<file path="src/rtl/pipeline_control_unit.sv">
// Hazard detection, forwarding select, stage-valid tracking and commit display for an in-order pipeline.
// Build option PIPE_CTRL_FORWARD_EN enables EX/MEM/WB forwarding; otherwise any RAW hazard stalls.
module pipeline_control_unit #(
  parameter int STAGES     = 5,
  parameter int REG_ADDR_W = 5,
  parameter int DATA_W     = 32,
  parameter int CNT_W      = 16
) (
  input  logic                  Clk,
  input  logic                  Reset,
  input  logic [REG_ADDR_W-1:0] IdRs,
  input  logic [REG_ADDR_W-1:0] IdRt,
  input  logic                  IdUsesRt,
  input  logic                  ExRegWrite,
  input  logic                  ExMemRead,
  input  logic [REG_ADDR_W-1:0] ExWriteReg,
  input  logic                  MemRegWrite,
  input  logic [REG_ADDR_W-1:0] MemWriteReg,
  input  logic                  WbRegWrite,
  input  logic [REG_ADDR_W-1:0] WbWriteReg,
  input  logic                  RedirectD,
  input  logic                  CommitDisplay,
  input  logic                  CommitSuppress,
  input  logic [DATA_W-1:0]     CommitPC,
  input  logic [DATA_W-1:0]     CommitData,
  output logic                  PCWriteEn,
  output logic                  IfIdWriteEn,
  output logic                  IfIdFlush,
  output logic                  IdExBubble,
  output logic [1:0]            FwdA,
  output logic [1:0]            FwdB,
  output logic [STAGES-1:0]     StageValid,
  output logic [DATA_W-1:0]     PCDisplay,
  output logic [DATA_W-1:0]     WriteDataDisplay,
  output logic [CNT_W-1:0]      RetireCount,
  output logic [CNT_W-1:0]      StallCount
);

  localparam int EX_IDX  = 2;
  localparam int MEM_IDX = 3;
  localparam int WB_IDX  = STAGES - 1;

  logic [STAGES-1:0] valid_q;
  logic              ex_live, mem_live, wb_live;
  logic              ex_hit_a, ex_hit_b;
  logic              mem_hit_a, mem_hit_b;
  logic              wb_hit_a, wb_hit_b;
  logic              stall;
  logic              commit;

  // A producer only counts if its stage holds a real instruction writing a nonzero register.
  assign ex_live  = valid_q[EX_IDX]  && ExRegWrite  && (ExWriteReg  != '0);
  assign mem_live = valid_q[MEM_IDX] && MemRegWrite && (MemWriteReg != '0);
  assign wb_live  = valid_q[WB_IDX]  && WbRegWrite  && (WbWriteReg  != '0);

  assign ex_hit_a  = ex_live  && (ExWriteReg  == IdRs);
  assign ex_hit_b  = ex_live  && IdUsesRt && (ExWriteReg  == IdRt);
  assign mem_hit_a = mem_live && (MemWriteReg == IdRs);
  assign mem_hit_b = mem_live && IdUsesRt && (MemWriteReg == IdRt);
  assign wb_hit_a  = wb_live  && (WbWriteReg  == IdRs);
  assign wb_hit_b  = wb_live  && IdUsesRt && (WbWriteReg  == IdRt);

`ifdef PIPE_CTRL_FORWARD_EN
  // Youngest producer wins so the operand sees the most recent value.
  always_comb begin
    FwdA = 2'b00;
    if (ex_hit_a)       FwdA = 2'b01;
    else if (mem_hit_a) FwdA = 2'b10;
    else if (wb_hit_a)  FwdA = 2'b11;
  end

  always_comb begin
    FwdB = 2'b00;
    if (ex_hit_b)       FwdB = 2'b01;
    else if (mem_hit_b) FwdB = 2'b10;
    else if (wb_hit_b)  FwdB = 2'b11;
  end

  assign stall = ExMemRead && (ex_hit_a || ex_hit_b);
`else
  logic unused_load;

  assign unused_load = ExMemRead;
  assign FwdA        = 2'b00;
  assign FwdB        = 2'b00;
  assign stall       = ex_hit_a || ex_hit_b || mem_hit_a || mem_hit_b || wb_hit_a || wb_hit_b;
`endif

  assign PCWriteEn   = !stall;
  assign IfIdWriteEn = !stall;
  assign IdExBubble  = stall;
  // Stall wins over redirect; the redirect is seen again once decode advances.
  assign IfIdFlush   = RedirectD && !stall;

  assign commit     = valid_q[WB_IDX] && CommitDisplay;
  assign StageValid = valid_q;

  always_ff @(posedge Clk) begin
    if (Reset) begin
      valid_q          <= STAGES'(1);
      PCDisplay        <= '0;
      WriteDataDisplay <= '0;
      RetireCount      <= '0;
      StallCount       <= '0;
    end else begin
      valid_q[0] <= 1'b1;

      if (stall)          valid_q[1] <= valid_q[1];
      else if (IfIdFlush) valid_q[1] <= 1'b0;
      else                valid_q[1] <= valid_q[0];

      // The stalled decode slot enters EX as a bubble.
      valid_q[2]          <= stall ? 1'b0 : valid_q[1];
      valid_q[STAGES-1:3] <= valid_q[STAGES-2:2];

      if (commit) begin
        PCDisplay        <= CommitPC;
        WriteDataDisplay <= CommitSuppress ? '0 : CommitData;
        if (RetireCount != '1) RetireCount <= RetireCount + CNT_W'(1);
      end

      if (stall && (StallCount != '1)) StallCount <= StallCount + CNT_W'(1);
    end
  end

endmodule
</file>
<file path="config.mk">
export PLATFORM = sky130hd
export DESIGN_NAME = pipeline_control_unit
export DESIGN_NICKNAME = d
export VERILOG_FILES = /design/src/rtl/pipeline_control_unit.sv
export SDC_FILE = /design/constraint.sdc
export NUM_CORES = 1
export LEC_CHECK = 0
export CAP_MARGIN = 10
export CORE_MARGIN = 2
export CORE_UTILIZATION = 45
export DETAILED_ROUTE_END_ITERATION = 16
export PLACE_DENSITY = 0.95
export SETUP_SLACK_MARGIN = 0.5
export SYNTH_ARGS = -nofsm -noshare
export SYNTH_HDL_FRONTEND = slang
export SYNTH_SLANG_ARGS = --single-unit
</file>
<file path="constraint.sdc">
create_clock -name Clk -period 3.3 [get_ports Clk]
set_input_delay 0.66 -clock Clk [delete_from_list [all_inputs] [get_ports Clk]]
set_output_delay 0.66 -clock Clk [all_outputs]
set_load 0.01 [all_outputs]
</file>
**Word level (Yosys, flattened, before mapping)**

Cells that the tools add are included.

- Add/subtract/negate cells: 2
- Equality and inequality tests: 8
- Multiplexer cells: 2
- Reductions and logical operators: 29

Operators with widths:

| cell | count |
|---|---|
| $add A16 B1 Y16 const B | 2 |
| $mux W32 | 1 |
| $ne A16 B16 Y1 const B | 2 |
| $eq A5 B5 Y1 | 6 |
| $logic_and A1 B1 Y1 | 18 |
| $reduce_bool A5 Y1 | 3 |
| $logic_or A1 B1 Y1 | 5 |
| $reduce_and A2 Y1 | 1 |
| $reduce_or A2 Y1 | 1 |
| $logic_not A1 Y1 | 1 |
| $mux W1 | 1 |

- Register bits after elaboration: 101
- Input port bits: 99
- Output and inout port bits: 109

**Depth between registers and ports, before layout**

Gate-level depths: netlist (run 1).

- Depth after elaboration: 12
- Gate-level depth with buffers: 8

**Worst setup path after synthesis (run 1)**

No wires, ideal clock.

- Path kind: input -> output
- Start point: input port MemWriteReg[1]
- End point: output port IfIdFlush
- Arrival: 1935 ps
- Data required time: 2640 ps
- Setup slack: 705 ps
- Stages: 5
- Buffers on the path: 0
- Path through: or4_1 -> o211ai_2 -> nand2b_1 -> and3_1 -> and2_1

- Cells in the longest elaborated chain, start to end: 9

RTL lines:

| what | RTL line | text |
|---|---|---|
| start, declared | 18 | `input logic [REG_ADDR_W-1:0] MemWriteReg,` |
| $reduce_bool A5 Y1 | 53 | `assign mem_live = valid_q[MEM_IDX] && MemRegWrite && (MemWriteReg != '0);` |
| $logic_and A1 B1 Y1 | 53 |  |
| $logic_and A1 B1 Y1 (on tied branches) | 58, 59 |  |
| $logic_or A1 B1 Y1 or $logic_and A1 B1 Y1 (tied branches) | 86, 59 |  |
| $logic_or A1 B1 Y1 * (3 in a row) | 86 | `assign stall = ex_hit_a \|\| ex_hit_b \|\| mem_hit_a \|\| mem_hit_b \|\| wb_hit_a \|\| wb_hit_b;` |
| $logic_not A1 Y1 * | -- |  |
| named net IfIdWriteEn | 27 | `output logic IfIdWriteEn,` |
| $logic_and A1 B1 Y1 * | 93 | `assign IfIdFlush = RedirectD && !stall;` |
| end, declared | 28 | `output logic IfIdFlush,` |

The timed path passes the listed nets; every way through them passes the cells marked *.

**Worst setup path in the final report (run 1)**

- Start point: input port ExWriteReg[0]
- End point: output port IdExBubble

- Cells in the longest elaborated chain, start to end: 9

RTL lines:

| what | RTL line | text |
|---|---|---|
| start, declared | 16 | `input logic [REG_ADDR_W-1:0] ExWriteReg,` |
| $reduce_bool A5 Y1 | 52 | `assign ex_live = valid_q[EX_IDX] && ExRegWrite && (ExWriteReg != '0);` |
| $logic_and A1 B1 Y1 | 52 |  |
| $logic_and A1 B1 Y1 (2 in a row) | 57 | `assign ex_hit_b = ex_live && IdUsesRt && (ExWriteReg == IdRt);` |
| $logic_or A1 B1 Y1 * (5 in a row) | 86 |  |
| end, declared | 29 | `output logic IdExBubble,` |

Every way passes the cells marked *; elsewhere a longest branch is shown, timed or not.

==> impl_metrics.toml, run 1 <==
[synth]
post_synth_xor_area_fraction_pct = 9.02
synthFlopType = "sky130_fd_sc_hd__dfxtp_1"
muxShareOfSynthArea_pct = 1.71
yosys_warnings = 0
syn_area_per_cell_sq_um = 8.30
synth.lib_cells_used.distinct = 45
synth_top_family_by_area = "simple AND/OR/NAND/NOR gates"
synthSimpleGateAreaFrac_pct = 26.0
asyncSetResetFlopFracSynth_pct = 0
post_synth_inst_count = 538
synth-compound-area-share_pct = 13.3
synth_seq_cells = 100
syn-cell-area_sq_um = 4470
adder_and_majority_gate_portion_of_the_synthesized_area_pct = 0.560
yosysSeqAreaShare_pct = 44.8
synth_enable_flop_cells = 0

[layout]
finalNonFillerCells = 877
synthToLayoutAreaGrowth_pct = 54.7
num_antenna_cells = 0
share_of_layout_cells_above_drive_strength_1_pct = 8.87
stdcell_area_sq_um = 6910
fill_cells = 746
layout.nets = 841

[place]
preCtsSetupSlack_ns = -0.178
globalplace.congestion = 0.911
dp_cells = 861
post-dp-hpwl_mm = 9.88
placedInstanceArea_sq_um = 6670
placement.io_buffers = 201

[clock_tree]
clock_tree_from_tritoncts = "yes"
cts_num_sinks = 100
clk_latency_ns = 0.34
root_buffer = "sky130_fd_sc_hd__clkbuf_8"
cts_made_buffers = 9
worst_setup_hold_path_clk_slew_ns = 0.08
cts-htree-levels = 3
cts_max_path_buffers = 2

[timing]
layout_min_cycle_time_ns = 2.77
timing.final.hold_violations = 0
max_fclk_ghz = 0.361
finalCritPeriodShare_pct = 83.9
rsz0062_at_grt = "yes"
timing.final.ws_setup_ns = 0.530
endpoints_failing_setup = 0
clock_skew_ns = 0.0135
drv_slew = 0
timing_worst_slew_pin_value_ns = 1.00
relSlewSlack_pct = 33.0

[critical_path]
critical_setup_path_kind = "primary input to output port"
path_cells = "dlygate4sd2_1, or3_4, o311a_1, nand2_1, and3_4, buf_6, inv_2, buf_6"
worst_ep_required_time_ns = 2.64
most_frequent_cell_on_the_critical_path = "sky130_fd_sc_hd__buf_6"
worst_ep_arrival_time_ns = 2.11
slowest_stage = "sky130_fd_sc_hd__or3_4"
crit_path_start = "ExWriteReg[0]"
regToRegStartpoint = "StallCount[6]"
critPathCaptureType = "output port"
max_stage_delay_ns = 0.34
cp_max_fo = 4
startpoint_kind_of_the_worst_setup_timing_path = "primary input"

[floorplanning]
floorplan.initialDensity_pct = 46.1
die-area_sq_um = 10700
die_height_um = 104
num_rows = 36
core_area_sq_um = 9680
io-pin-count = 208
die_width_um = 104

[run_status]
outcome = "finished, final reports clean"

[global_route]
grt_max_degree = 76
track_usage_pct = 24.4
grt_antenna_before_repair = 0
first_pass_grt_wire_length_mm = 21.7
gr-total-overflow = 0
first_global_vias = 4550

[drt]
detail_route.wl_per_cell_um = 15.3
drt-total-wl_mm = 13.4
ant_nets = 0
firstDrtPassIters = 4
post-route-drc-count = 0
avgViaCountPerCell = 5.20
drtIter0Drc = 193
dr_total_vias = 4562

[hold_path]
min_from = "WriteDataDisplay[10]"
worstHoldPathType = "flip-flop to flip-flop"

[pwr]
power.leakage_uw = 0.00238
power_density_nw_per_um2 = 346
vdd.ir_drop.worst_uv = 293
total_power_uw = 2390

[flow_run]
cap_viol_max_count = 0
-- worst paths after layout --
kind	to	slack, ns	cells after the start
worst max-delay path	IdExBubble	0.53	8
worst min-delay path	WriteDataDisplay[10]	0.45	2
worst max register to register	StallCount[15]	0.80	7
worst min register to register	WriteDataDisplay[10]	0.45	2
-- cells in the mapped netlist, types with 2 or more instances --
cell type | n | share of area, %
sky130_fd_sc_hd__dfxtp_1 | 100 | 45
sky130_fd_sc_hd__and3_1 | 11 | 1.5
sky130_fd_sc_hd__nand2_1 | 113 | 9.5
sky130_fd_sc_hd__mux2i_1 | 2 | 0.45
sky130_fd_sc_hd__xnor2_1 | 42 | 8.2
sky130_fd_sc_hd__clkbuf_1 | 20 | 1.7
sky130_fd_sc_hd__xor2_1 | 4 | 0.78
sky130_fd_sc_hd__or3_1 | 8 | 1.1
sky130_fd_sc_hd__nand3b_1 | 32 | 5.4
sky130_fd_sc_hd__nand3_1 | 14 | 1.6
sky130_fd_sc_hd__mux2_1 | 4 | 1.0
sky130_fd_sc_hd__inv_1 | 7 | 0.59
sky130_fd_sc_hd__and2_1 | 5 | 0.70
sky130_fd_sc_hd__nor2_1 | 28 | 2.4
sky130_fd_sc_hd__buf_1 | 11 | 0.92
sky130_fd_sc_hd__nor3_1 | 4 | 0.45
sky130_fd_sc_hd__conb_1 | 2 | 0.17
sky130_fd_sc_hd__ha_1 | 2 | 0.56
sky130_fd_sc_hd__nor2b_1 | 7 | 0.98
sky130_fd_sc_hd__nand4_1 | 11 | 1.5
sky130_fd_sc_hd__o21ai_0 | 6 | 0.67
sky130_fd_sc_hd__o22ai_1 | 3 | 0.42
sky130_fd_sc_hd__o311a_1 | 2 | 0.45
sky130_fd_sc_hd__buf_4 | 6 | 1.0
sky130_fd_sc_hd__a21oi_1 | 74 | 8.3
-- critical path: cells and delay by family --
| family | cells | cell delay, ns |
|---|---|---|
| AND/OR/NAND/NOR | 3 | 0.61 |
| buffers and inverters | 4 | 0.52 |
| AO/OA/AOI/OAI | 1 | 0.32 |
-- layout by cell type, fill, tap and decap left out, types with 4 or more instances in the layout --
cell type | netlist | final
sky130_fd_sc_hd__and3_1 | 11 | 10
sky130_fd_sc_hd__xor2_1 | 4 | 4
sky130_fd_sc_hd__dlygate4sd2_1 | 0 | 16
sky130_fd_sc_hd__nor3_1 | 4 | 4
sky130_fd_sc_hd__xnor2_1 | 42 | 42
sky130_fd_sc_hd__o21ai_0 | 6 | 6
sky130_fd_sc_hd__mux2_1 | 4 | 4
sky130_fd_sc_hd__clkdlybuf4s50_1 | 0 | 171
sky130_fd_sc_hd__nand4_1 | 11 | 11
sky130_fd_sc_hd__inv_1 | 7 | 6
sky130_fd_sc_hd__nand2_1 | 113 | 112
sky130_fd_sc_hd__nor2_1 | 28 | 28
sky130_fd_sc_hd__conb_1 | 2 | 5
sky130_fd_sc_hd__clkdlybuf4s15_1 | 0 | 5
sky130_fd_sc_hd__dfxtp_1 | 100 | 100
sky130_fd_sc_hd__buf_4 | 6 | 25
sky130_fd_sc_hd__a21oi_1 | 74 | 74
sky130_fd_sc_hd__nor2b_1 | 7 | 7
sky130_fd_sc_hd__clkbuf_8 | 0 | 9
sky130_fd_sc_hd__nand3b_1 | 32 | 32
sky130_fd_sc_hd__nand3_1 | 14 | 14
sky130_fd_sc_hd__or3_1 | 8 | 7
-- through the flow --
stage | hold WS [ns] | setup TNS, ns | util (%)
finish | 0.451 | 0 | 71.3
global route | 0.470 | 0 | 71.3
floorplan | 0.476 | 0 | -
detailed placement | 0.442 | -0.635 | 68.8
CTS | 0.455 | 0 | 71.5
global placement | 0.437 | -0.488 | 68.8
-- power breakdown --
part           total, uW  leakage (uW)  switching [uW]  internal, uW
sequential          1220      0.000806            4.15          1210
combinational        263       0.00146             105           158
clock                913      0.000118             406           507
-- kinds of logic (layout without fill, tap and decap cells) --
group | count (synthesis) | after routing
other | 2 | 5
AND/OR/NAND/NOR | 238 | 238
AO/OA/AOI/OAI | 98 | 98
flip-flops | 100 | 100
multiplexers | 7 | 7
buffers and inverters | 45 | 248
XOR/XNOR | 46 | 46
adder cells (fa/ha/maj) | 2 | 2
-- layer usage --
| metal | up-vias | track usage, % | share of wire [%] |
|---|---|---|---|
| li1 | 2213 | - | - |
| met5 | - | 0 | 0 |
| met3 | 31 | 6.17 | 7.3 |
| met1 | 2119 | 25.4 | 38 |
| met2 | 199 | 46.9 | 52 |
| met4 | 0 | 9.46 | 2.3 |
-- sequential cells by signal, indices dropped and copies added (netlist names) --
signal / count
RetireCount: 16
PCDisplay: 32
StallCount: 16
StageValid: 4
WriteDataDisplay: 32
-- final cells by class --
type                            instances  area [sq um]  share of cell area (%)
Clock buffer                           10           128                    1.85
Clock inverter                          5           110                    1.59
Timing Repair Buffer                  226          2150                    31.2
Tap cell                              133           166                    2.41
Sequential cell                       100          2000                    29.0
Inverter                                7          26.3                   0.380
Multi-Input combinational cell        396          2320                    33.6
-- what timing repair did --
item | 4_1_cts | 5_1_grt
endpoints found under the setup margin | 4 | 4
pin swaps | 12 | 8
buffers inserted | 1 | 0
resized for setup | 62 | 5
hold buffers | 0 | 0
cloned | 0 | 0
No activity file was read; power rests on OpenSTA's default activity.
==> run 2, diff against run 1 <==
--- a/config.mk
+++ b/config.mk
@@ -7,9 +7,9 @@
 export LEC_CHECK = 0
 export CAP_MARGIN = 10
 export CORE_MARGIN = 2
-export CORE_UTILIZATION = 45
+export CORE_UTILIZATION = 41
 export DETAILED_ROUTE_END_ITERATION = 16
-export PLACE_DENSITY = 0.95
+export PLACE_DENSITY = 0.89
 export SETUP_SLACK_MARGIN = 0.5
 export SYNTH_ARGS = -nofsm -noshare
 export SYNTH_HDL_FRONTEND = slang
==> constraint.sdc (replaced) <==
create_clock -name Clk -period 2.6 [get_ports Clk]
set_input_delay 0.52 -clock Clk [delete_from_list [all_inputs] [get_ports Clk]]
set_output_delay 0.52 -clock Clk [all_outputs]
set_load 0.01 [all_outputs]
==> run 2 against run 1 <==
  * Via count is 2.5% higher
  * Critical path depth stayed put
  * Final cell count is 2.5% higher
  * Final area is 4.0% higher
  * Clock skew is 0.0021 ns lower
  * Global-route usage is 1.0 points lower
  * Critical path type unchanged
==> impl_metrics.toml, run 2 (synthesis results as in run 1) <==
[critical_path]
worst-path-buf-inv = 4
startpoint_kind_of_the_worst_setup_timing_path = "primary input"
cp_max_fo = 4
crit_path_start = "MemWriteReg[2]"
critical_setup_path_kind = "primary input to output port"
regToRegStartpoint = "StallCount[2]"
cp_top_family = "simple AND/OR/NAND/NOR gates"
critPathCaptureType = "output port"
register_to_register_setup_slack_ns = 0.29
path_cells = "buf_6, or4_4, o211ai_2, nand2b_4, and3_4, buf_6, inv_4, buf_6"
slowest_stage = "sky130_fd_sc_hd__or4_4"
max_stage_delay_ns = 0.53
most_frequent_cell_on_the_critical_path = "sky130_fd_sc_hd__buf_6"
worst_ep_required_time_ns = 2.08
worst_ep_arrival_time_ns = 1.90

[drt]
avgViaCountPerCell = 5.20
drtIter0Drc = 222
post-route-drc-count = 0
dr_total_vias = 4677
detail_route.wl_per_cell_um = 16.3
drt-total-wl_mm = 14.6
firstDrtPassIters = 5
ant_nets = 0

[clock_tree]
clock_tree_from_tritoncts = "yes"
cts-htree-levels = 3
clk_latency_ns = 0.35
root_buffer = "sky130_fd_sc_hd__clkbuf_8"
cts_made_buffers = 9
cts_num_sinks = 100
worst_setup_hold_path_clk_slew_ns = 0.10
cts_max_path_buffers = 2

[place]
globalplace.congestion = 0.901
post-dp-hpwl_mm = 9.73
dp_cells = 870
placement.io_buffers = 201

[timing]
drv_slew = 0
finalCritPeriodShare_pct = 93.1
timing_worst_slew_pin_value_ns = 0.700
relSlewSlack_pct = 53.4
final_worst_hold_slack_ns = 0.455
layout_min_cycle_time_ns = 2.42
max_fclk_ghz = 0.413
clock_skew_ns = 0.0114
timing.final.hold_violations = 0
rsz0062_at_grt = "yes"
endpoints_failing_setup = 0

[pwr]
vdd.ir_drop.worst_uv = 264
power_density_nw_per_um2 = 390
power.leakage_uw = 0.00250
total_power_uw = 2800

[layout]
synthToLayoutAreaGrowth_pct = 60.9
multi_input_comb_area_sq_um = 2520
final_util_pct = 66.9
num_antenna_cells = 0
biggestRegsByFlops = "PCDisplay: 32 flops, WriteDataDisplay: 32 flops"
share_of_layout_cells_above_drive_strength_1_pct = 15.4
finalNonFillerCells = 899
most-common-layout-cells = "170 x sky130_fd_sc_hd__clkdlybuf4s50_1, 112 x sky130_fd_sc_hd__nand2_1, 100 x sky130_fd_sc_hd__dfxtp_1"
fill_cells = 845
layout.nets = 857
layout.area.seq_sq_um = 2000
final_common_cell = "sky130_fd_sc_hd__clkdlybuf4s50_1"

[floorplanning]
io-pin-count = 208
num_rows = 38
die-area_sq_um = 11700
die_width_um = 108
core_area_sq_um = 10700
die_height_um = 108
floorplan.initialDensity_pct = 41.6

[global_route]
grt_antenna_before_repair = 0
track_usage_pct = 23.5
first_global_vias = 4475
grt_max_degree = 65
first_pass_grt_wire_length_mm = 21.8
gr-total-overflow = 0

[hold_path]
min_from = "WriteDataDisplay[10]"
worstHoldPathType = "flip-flop to flip-flop"

[run_status]
outcome = "finished, final reports clean"

[flow_run]
cap_viol_max_count = 0
-- run 2: cell types whose count changed in the layout (fill, tap and decap cells not counted), moves of 4 or more --
cell,change
sky130_fd_sc_hd__buf_6,+11
sky130_fd_sc_hd__xnor2_1,-8
sky130_fd_sc_hd__xnor2_2,+8
sky130_fd_sc_hd__buf_4,+6
sky130_fd_sc_hd__buf_2,+5
sky130_fd_sc_hd__clkdlybuf4s15_1,-5
sky130_fd_sc_hd__mux2_4,+5
sky130_fd_sc_hd__a21oi_1,-4
sky130_fd_sc_hd__dlygate4sd2_1,-4
sky130_fd_sc_hd__mux2_1,-4
sky130_fd_sc_hd__nand3_1,-4
-- run 2: power breakdown --
group / internal, uW / switching [uW] / leakage, uW
sequential: 1540 / 5.79 / 0.000806
clock: 392 / 506 / 0.0000835
combinational: 214 / 146 / 0.00161
total: 2140 / 659 / 0.00250
-- run 2: area by class of cell --
cell class              instances  area share (%)
flip-flops and latches        100            27.9
clock inverters                 3           0.331
inverters                       7           0.400
repair buffers                242            31.8
clock buffers                  11            2.11
multi-input cells             396            35.1
well taps                     140            2.44
-- run 2: final timing paths --
kind                            cells past startpoint                    to
worst max-delay path                                8            IdExBubble
worst min-delay path                                2  WriteDataDisplay[10]
worst max register to register                      8         StallCount[6]
worst min register to register                      2  WriteDataDisplay[10]
-- run 2: timing repair --
item | 4_1_cts | 5_1_grt
hold buffers | 0 | 0
cloned | 0 | 0
gates resized for setup | 104 | 28
endpoints found under the setup margin | 21 | 21
buffers inserted | 13 | 2
pin swaps | 33 | 25
-- run 2: metrics by stage --
step	cell area, sq um	setup WS, ns	setup TNS, ns
floorplan	4490	0.338	0
global placement	6710	-0.573	-3.63
detailed placement	6710	-0.577	-4.20
CTS	7090	0.147	0
global route	7190	0.127	0
finish	7190	0.179	0
-- run 2: per-layer routing --
layer	track usage, %	wire length [um]	vias to the layer above
met5	0	0	-
met4	7.88	283	0
met3	6.27	1180	29
met2	43.4	7400	222
met1	25.8	5760	2180
li1	-	-	2246
-- run 2: worst min-delay path: cells and delay by family (launching register included) --
kind / cells / cell delay (ns)
compound gates: 1 / 0.05
flops: 1 / 0.32
simple gates: 1 / 0.05
==> run 3, diff against run 2 <==
--- a/config.mk
+++ b/config.mk
@@ -11,6 +11,7 @@
 export DETAILED_ROUTE_END_ITERATION = 16
 export PLACE_DENSITY = 0.89
 export SETUP_SLACK_MARGIN = 0.5
+export SLEW_MARGIN = 20
 export SYNTH_ARGS = -nofsm -noshare
 export SYNTH_HDL_FRONTEND = slang
 export SYNTH_SLANG_ARGS = --single-unit
==> constraint.sdc (replaced) <==
create_clock -name Clk -period 2.6 [get_ports Clk]
set_input_delay 0.52 -clock Clk [delete_from_list [all_inputs] [get_ports Clk]]
set_output_delay 0.52 -clock Clk [all_outputs]
set_load 0.005 [all_outputs]
==> run 3 against run 2 <==
  * Clock skew decreased by 0.0035 ns
  * Power increased by 4.1%
  * Sequential cell count did not move
  * Utilization rose by 0.23 points
  * Critical path type unchanged
  * Critical endpoint is now IfIdFlush
==> impl_metrics.toml, run 3 (synthesis results as in run 1) <==
[run_status]
outcome = "finished, final reports clean"

[timing]
max_fclk_ghz = 0.397
layout_min_cycle_time_ns = 2.52
rsz0062_at_grt = "yes"
clock_skew_ns = 0.00794
endpoints_failing_setup = 0
finalCritPeriodShare_pct = 96.9
drv_slew = 0
timing_worst_slew_pin_value_ns = 0.703
relSlewSlack_pct = 53.1
timing.final.ws_setup_ns = 0.0809
timing.final.hold_violations = 0

[critical_path]
timing.reg2reg.worst_path_depth = 8
timing.rr.end = "StallCount[9]"
critical_setup_path_kind = "primary input to output port"
worst_ep_arrival_time_ns = 2.00
crit_path_to = "IfIdFlush"
cp_max_fo = 4
crit_path_start = "MemWriteReg[1]"
startpoint_kind_of_the_worst_setup_timing_path = "primary input"
critPathCaptureType = "output port"
register_to_register_setup_slack_ns = 0.41
regToRegStartpoint = "StallCount[6]"
worst_ep_required_time_ns = 2.08

[global_route]
first_pass_grt_wire_length_mm = 20.9
grt_max_degree = 68
gr-total-overflow = 0
grt_antenna_before_repair = 0
track_usage_pct = 22.1
first_global_vias = 4427

[drt]
dr_total_vias = 4658
drtIter0Drc = 309
top_layer = "met4"
ant_nets = 0
post-route-drc-count = 0
wl_met3_mm = 1.33
met1Wirelength_mm = 5.52
met2WireLength_mm = 7.17
firstDrtPassIters = 5
detail_route.wl_per_cell_um = 16.0
drt-total-wl_mm = 14.3
avgViaCountPerCell = 5.19

[floorplanning]
die_height_um = 108
core_area_sq_um = 10700
die-area_sq_um = 11700
floorplan.initialDensity_pct = 41.6
die_width_um = 108
num_rows = 38
io-pin-count = 208

[layout]
biggestRegsByFlops = "PCDisplay: 32 flops, WriteDataDisplay: 32 flops"
num_antenna_cells = 0
finalNonFillerCells = 897
most-common-layout-cells = "169 x sky130_fd_sc_hd__clkdlybuf4s50_1, 112 x sky130_fd_sc_hd__nand2_1, 99 x sky130_fd_sc_hd__dfxtp_1"
final_util_pct = 67.1
layout.nets = 853
final_common_cell = "sky130_fd_sc_hd__clkdlybuf4s50_1"
synthToLayoutAreaGrowth_pct = 61.5
fill_cells = 824
share_of_layout_cells_above_drive_strength_1_pct = 15.7

[clock_tree]
cts-htree-levels = 3
cts_num_sinks = 100
worst_setup_hold_path_clk_slew_ns = 0.09
cts_max_path_buffers = 2
cts_made_buffers = 9
clk_latency_ns = 0.36
postCtsHoldBufs = 0
root_buffer = "sky130_fd_sc_hd__clkbuf_8"
clock_tree_from_tritoncts = "yes"

[pwr]
vdd.ir_drop.worst_uv = 316
power.leakage_uw = 0.00251
power_density_nw_per_um2 = 405

[hold_path]
worstHoldPathType = "flip-flop to flip-flop"
hold_path_depth = 2

[place]
preCtsSetupSlack_ns = -0.544
post-dp-hpwl_mm = 9.75
dp_cells = 872
placement.io_buffers = 201
globalplace.congestion = 0.878

[flow_run]
cap_viol_max_count = 0
==> run 3: critical path, stage by stage <==
cell and delay, ns:
sky130_fd_sc_hd__buf_6 0.09, sky130_fd_sc_hd__or4_4 0.52, sky130_fd_sc_hd__o211ai_2 0.18, sky130_fd_sc_hd__nand2b_4 0.16
sky130_fd_sc_hd__and3_4 0.21, sky130_fd_sc_hd__buf_6 0.09, sky130_fd_sc_hd__and2_4 0.13, sky130_fd_sc_hd__buf_6 0.09
==> run 3: timing repair <==
action,4_1_cts,5_1_grt
resized for setup,82,56
setup endpoints to repair,21,20
setup buffers,4,5
pin swaps,20,37
gates cloned,0,0
==> run 3: final cells by class <==
type / instances / area (sq um) / area share [%]
multi-input combinational: 396 / 2540 / 35.2
inverter: 7 / 26.3 / 0.364
tap: 140 / 175 / 2.43
sequential: 100 / 2000 / 27.8
clock buffer: 11 / 141 / 1.96
timing repair buffer: 238 / 2270 / 31.5
clock inverter: 5 / 58.8 / 0.815
==> run 3: worst min-delay path by stage <==
| stage | from | to |
|---|---|---|
| 5_1_grt | WriteDataDisplay[3] | WriteDataDisplay[3] |
| 3_3_place_gp | WriteDataDisplay[25] | WriteDataDisplay[25] |
| 3_5_place_dp | WriteDataDisplay[18] | WriteDataDisplay[18] |
| 2_1_floorplan | WriteDataDisplay[10] | WriteDataDisplay[10] |
| 6_report | WriteDataDisplay[3] | WriteDataDisplay[3] |
| 4_1_cts | WriteDataDisplay[3] | WriteDataDisplay[3] |
==> run 3: through the flow <==
step / power [uW] / instance area [sq um] / setup TNS [ns] / hold WS, ns
after floorplan: 1690 / 4490 / 0 / 0.448
after global placement: 1910 / 6740 / -2.80 / 0.437
after detailed placement: 1920 / 6740 / -3.77 / 0.445
after CTS: 2920 / 7030 / 0 / 0.456
after global routing: 3030 / 7210 / 0 / 0.470
final: 2920 / 7210 / 0 / 0.454
==> run 3: per-layer routing <==
| layer | vias up | global-route usage (%) |
|---|---|---|
| met3 | 29 | 6.87 |
| met2 | 218 | 39.8 |
| met4 | 0 | 6.96 |
| met5 | - | 0 |
| li1 | 2236 | - |
| met1 | 2175 | 25.0 |
==> run 3: report_power, final <==
part	switching [uW]	internal (uW)
Sequential	5.62	1540
Clock	542	474
Combinational	140	218
